**config.mk**
```make
export PLATFORM = sky130hd
export DESIGN_NAME = adder_seq_16bit
export DESIGN_NICKNAME = d
export VERILOG_FILES = /design/src/rtl/adder_pkg.sv /design/src/rtl/adder_4bit.sv /design/src/rtl/adder_seq_16bit.sv
export SDC_FILE = /design/constraint.sdc
export NUM_CORES = 1
export LEC_CHECK = 0
export ABC_CLOCK_PERIOD_IN_PS = 2220
export CAP_MARGIN = 5
export CORE_ASPECT_RATIO = 0.5
export CORE_MARGIN = 2
export CORE_UTILIZATION = 35
export CTS_CLUSTER_SIZE = 24
export DETAILED_ROUTE_END_ITERATION = 8
export PLACE_DENSITY_LB_ADDON = 0.12
export SLEW_MARGIN = 20
export SYNTH_ARGS = -nofsm -noshare
export SYNTH_HDL_FRONTEND = slang
export SYNTH_SLANG_ARGS = --single-unit
```
**constraint.sdc**
```tcl
create_clock -name clk -period 2.22 [get_ports clk]
set_input_delay 0.222 -clock clk [delete_from_list [all_inputs] [get_ports clk]]
set_output_delay 0.222 -clock clk [all_outputs]
set_load 0.05 [all_outputs]
```
**src/rtl/adder_pkg.sv**
```systemverilog
// Shared definitions for the sequential slice adder: FSM states, slice width, counter sizing.
// Latency: none (package only).
// Backpressure: none (package only).
package adder_pkg;

   typedef enum logic [1:0] {
      ST_IDLE = 2'd0,
      ST_CALC = 2'd1,
      ST_DONE = 2'd2
   } state_t;

   localparam int SLICE_W = 4;

   // Slice counter width: ceil(log2(nslice)), never narrower than one bit.
   function automatic int cnt_width(input int nslice);
      return (nslice > 1) ? $clog2(nslice) : 1;
   endfunction

endpackage

```
**src/rtl/adder_4bit.sv**
```systemverilog
// 4-bit ripple adder used as the shared slice datapath.
// Latency: purely combinational, zero cycles.
// Backpressure: none; outputs follow inputs directly.
module adder_4bit (
   input  logic [3:0] a,
   input  logic [3:0] b,
   input  logic       cin,
   output logic [3:0] sum,
   output logic       cout
);

   logic [4:0] total;

   // Five-bit add so the slice carry-out falls out of the top bit.
   always_comb begin
      total = {1'b0, a} + {1'b0, b} + {4'b0000, cin};
      sum   = total[3:0];
      cout  = total[4];
   end

endmodule

```
**src/rtl/adder_seq_16bit.sv**
```systemverilog
// Multi-cycle WIDTH-bit adder reusing one 4-bit slice adder, LSB slice first.
// Latency: result valid WIDTH/4 cycles after the accept edge; one op per WIDTH/4+2 cycles.
// Backpressure: holds the result in DONE with in_ready low until out_ready is seen.
module adder_seq_16bit
   import adder_pkg::*;
#(
   parameter int WIDTH = 16
) (
   input  logic             clk,
   input  logic             rst,
   input  logic             in_valid,
   output logic             in_ready,
   input  logic [WIDTH-1:0] din_one,
   input  logic [WIDTH-1:0] din_two,
   input  logic             cin,
   output logic             out_valid,
   input  logic             out_ready,
   output logic [WIDTH-1:0] sum,
   output logic             cout,
   output logic             busy
);

   localparam int NSLICE = WIDTH / SLICE_W;
   localparam int CNT_W  = cnt_width(NSLICE);
   localparam int RES_W  = WIDTH - SLICE_W;
   localparam logic [CNT_W-1:0] LAST = CNT_W'(NSLICE - 1);

   state_t             state;
   logic [WIDTH-1:0]   op_one;
   logic [WIDTH-1:0]   op_two;
   logic [RES_W-1:0]   res;
   logic               carry_q;
   logic [CNT_W-1:0]   cnt;

   logic [SLICE_W-1:0] slice_sum;
   logic               slice_cout;
   logic [WIDTH-1:0]   res_shift;

   // Operands shift right each CALC cycle, so the active slice is always the low nibble.
   adder_4bit u_slice (
      .a    (op_one[SLICE_W-1:0]),
      .b    (op_two[SLICE_W-1:0]),
      .cin  (carry_q),
      .sum  (slice_sum),
      .cout (slice_cout)
   );

   // The result register only holds the slices already finished; the current slice
   // enters at the top, so on the last slice this vector is the complete sum.
   always_comb begin
      res_shift = {slice_sum, res};
   end

   // Control FSM with registered handshake outputs and the slice datapath registers.
   always_ff @(posedge clk) begin
      if (rst) begin
         state     <= ST_IDLE;
         in_ready  <= 1'b1;
         out_valid <= 1'b0;
         busy      <= 1'b0;
         sum       <= '0;
         cout      <= 1'b0;
         carry_q   <= 1'b0;
         cnt       <= '0;
         op_one    <= '0;
         op_two    <= '0;
         res       <= '0;
      end else begin
         case (state)
            ST_IDLE: begin
               if (in_valid && in_ready) begin
                  op_one   <= din_one;
                  op_two   <= din_two;
                  carry_q  <= cin;
                  cnt      <= '0;
                  res      <= '0;
                  in_ready <= 1'b0;
                  busy     <= 1'b1;
                  state    <= ST_CALC;
               end
            end
            ST_CALC: begin
               op_one  <= op_one >> SLICE_W;
               op_two  <= op_two >> SLICE_W;
               res     <= res_shift[WIDTH-1:SLICE_W];
               carry_q <= slice_cout;
               cnt     <= cnt + 1'b1;
               if (cnt == LAST) begin
                  sum       <= res_shift;
                  cout      <= slice_cout;
                  out_valid <= 1'b1;
                  state     <= ST_DONE;
               end
            end
            ST_DONE: begin
               if (out_ready) begin
                  out_valid <= 1'b0;
                  in_ready  <= 1'b1;
                  busy      <= 1'b0;
                  state     <= ST_IDLE;
               end
            end
            default: begin
               out_valid <= 1'b0;
               in_ready  <= 1'b1;
               busy      <= 1'b0;
               state     <= ST_IDLE;
            end
         endcase
      end
   end

endmodule

```
==> results.py <==
metrics = {
    "clock_tree": {
        "cts_sinks": 69,
        "cts_resized": 0,
        "htreeDepth": 3,
        "clockBufferDepth": 2,
        "numCtsBuffers": 9,
        "clkLatencyLatePin_ns": 0.34,
        "post-cts-setup-buffer-count": 0,
        "cts_tree": "yes",
        "clk_pin_slew_worst_paths_ns": 0.06,
        "cts_hold_buffers": 0,
        "clockRootBuffer": "clkbuf_16",
    },
    "logic_synthesis": {
        "synth.area.top_cells": "dfxtp_1 (47%), nand2_1 (12%), a311oi_1 (7.2%)",
        "synth.avg_cell_area_um2": 8.37,
        "synth_top_area_share_pct": 47.4,
        "syn_area_mm2": 0.00291,
        "syn_nets": 391,
        "ys_seq_area_share_pct": 47.4,
        "yosys.area.top_type": "dfxtp_1",
        "syn_inst": 348,
        "ys.warnings.count": 0,
        "ys_ff_latch": 69,
        "ys_types": 32,
    },
    "sta": {
        "hold_ws_ns": 0.425,
        "maxSlewViolCount": 0,
        "worst_pin_slew_ns": 0.687,
        "max_slew_margin_pct": 54.2,
        "setup_viol": 0,
        "hold_violations": 0,
        "setup-tns-final_ns": 0,
        "period_needed_ns": 1.90,
        "rsz0062_at_grt": "false",
        "max_freq_mhz": 525,
        "finalCritPeriodShare_pct": 85.7,
        "fin_ws_ns": 0.317,
        "finClkSkew_ns": 0.00521,
    },
    "critical_path": {
        "path_buf_inv": 0,
        "cp.required_ns": 2.41,
        "worstPathMaxFanout": 2,
        "path_class": "flip-flop to flip-flop",
        "slowest_stage": "fa_1",
        "cp_common_cell": "fa_1",
        "path_delay_family": "adder cells",
        "arrival_ns": 2.09,
        "crit_chain": "fa_1 -> fa_1 -> a21o_1 -> a211oi_1 -> o41ai_1",
        "slowest_delay_ns": 0.47,
        "crit_path_end_kind": "flip-flop",
        "cp-start-kind": "flip-flop",
    },
    "final_layout": {
        "fin_cells": 509,
        "n_fill_cell": 804,
        "layout_commonest_cell": "nand2_1",
        "drive_gt1_share_pct": 6.30,
        "final_nets": 436,
        "antenna_cells": 0,
        "finalInstanceArea_mm2": 0.00380,
        "layout_common_cells": "nand2_1 (90), dfxtp_1 (69), clkdlybuf4s50_1 (55)",
        "syn_to_final_growth_pct": 30.6,
        "fin_util_pct": 47.4,
    },
    "placement": {
        "gp_congestion": 0.789,
        "dpl_worst_slack_ns": 0.305,
        "place_inst": 494,
        "place_area_mm2": 0.00354,
        "numPortBuffers": 56,
        "dpl.hpwl_mm": 4.83,
    },
    "drt": {
        "vias": 2610,
        "ant_nets": 0,
        "firstDrtPassIters": 4,
        "drc": 0,
        "viasPerCell": 5.13,
        "wl_per_cell_um": 14.0,
        "drt_iter0_markers": 163,
        "drt_wl_total_mm": 7.14,
    },
    "floorplan": {
        "die_h_um": 68.5,
        "start_util_pct": 36.3,
        "die_area_mm2": 0.00911,
        "coreArea_mm2": 0.00803,
        "die_w_um": 133,
        "rows": 23,
        "num_io_pins": 57,
    },
    "power_and_ir_drop": {
        "p_leak_nw": 1.36,
        "total_power_mw": 3.11,
        "pwr_density_cell_mw_per_mm2": 817,
        "ir_drop_uv": 453,
    },
    "global_route": {
        "grt_pass1_vias": 2330,
        "antenna_found_initial": 0,
        "gr-total-overflow": 0,
        "grt_pass1_wl_mm": 11.5,
        "grt_max_degree": 48,
        "grt_usage_pct": 16.7,
    },
    "min_path": {
        "min-delay-path-class": "input port to flip-flop",
    },
    "run_status": {
        "outcome": "finished clean",
    },
    "job": {
        "max_cap_violations": 0,
    },
}
==> area by class of cell <==
cell class                      count  area (um^2)  share of cell area (%)
Sequential cell                    69         1380                    36.3
Multi-Input combinational cell    246         1360                    35.8
Timing Repair Buffer               66          656                    17.2
Clock buffer                       13          250                    6.58
Tap cell                          112          140                    3.68
Clock inverter                      2         10.0                   0.263
Inverter                            1         3.75                  0.0987
==> cell families (layout without fill, tap and decap cells) <==
kind of cell	Yosys count	after routing	share of synthesized area (%)
compound gates	74	74	17.7
xor+xnor	1	1	0.301
fa+ha+maj	6	6	3.09
buf+inv	33	82	5.84
flops	69	69	47.4
mux	2	2	0.687
simple gates	163	163	24.9
==> report_power, final <==
| part | switching [mW] | internal (mW) |
|---|---|---|
| sequential | 0.0564 | 1.32 |
| combinational | 0.253 | 0.202 |
| clock | 0.501 | 0.776 |
| total | 0.811 | 2.30 |
==> worst reg2reg max path: stages, from the launching register on <==
cell and delay [ns]:
dfxtp_1 0.33, fa_1 0.47, fa_1 0.42, a21o_1 0.21, a211oi_1 0.24, o41ai_1 0.11
==> final timing paths <==
kind                            slack (ns)  endpoint  cells past startpoint       from
worst max-delay path                  0.32   carry_q                      5  op_one[0]
worst min-delay path                  0.42  state[1]                      2        rst
worst max register to register        0.32   carry_q                      5  op_one[0]
worst min register to register        0.45    sum[4]                      2     sum[4]
==> sequential cells by signal, summed over array words and instances (netlist names) <==
name / cells
carry_q: 1
cnt: 2
cout: 1
state: 2
res: 12
op_two: 16
busy: 1
op_one: 16
in_ready: 1
sum: 16
out_valid: 1
==> synthesized netlist by cell type <==
library cell,number
nand2_1,90
dfxtp_1,69
a21oi_1,32
nor3_1,29
a311oi_1,24
nor2_1,15
nand3_1,14
buf_2,13
clkbuf_1,11
buf_4,8
a32oi_1,6
ha_1,4
and3b_1,3
nand2b_1,3
a2111oi_0,2
a211oi_1,2
a311o_1,2
and4_1,2
fa_1,2
mux2i_1,2
nand3b_1,2
nor2b_1,2
o21ai_0,2
a21o_1,1
and2b_1,1
and4bb_2,1
inv_1,1
nand4_1,1
o21a_1,1
o21bai_1,1
o41ai_1,1
xor2_1,1
==> per-layer routing <==
layer	global-route usage [%]	routed length [um]
met1	21.0	3430
met2	26.0	3200
met3	7.60	436
met4	4.84	73
met5	0	0
Power figures use the tool's default switching activity.
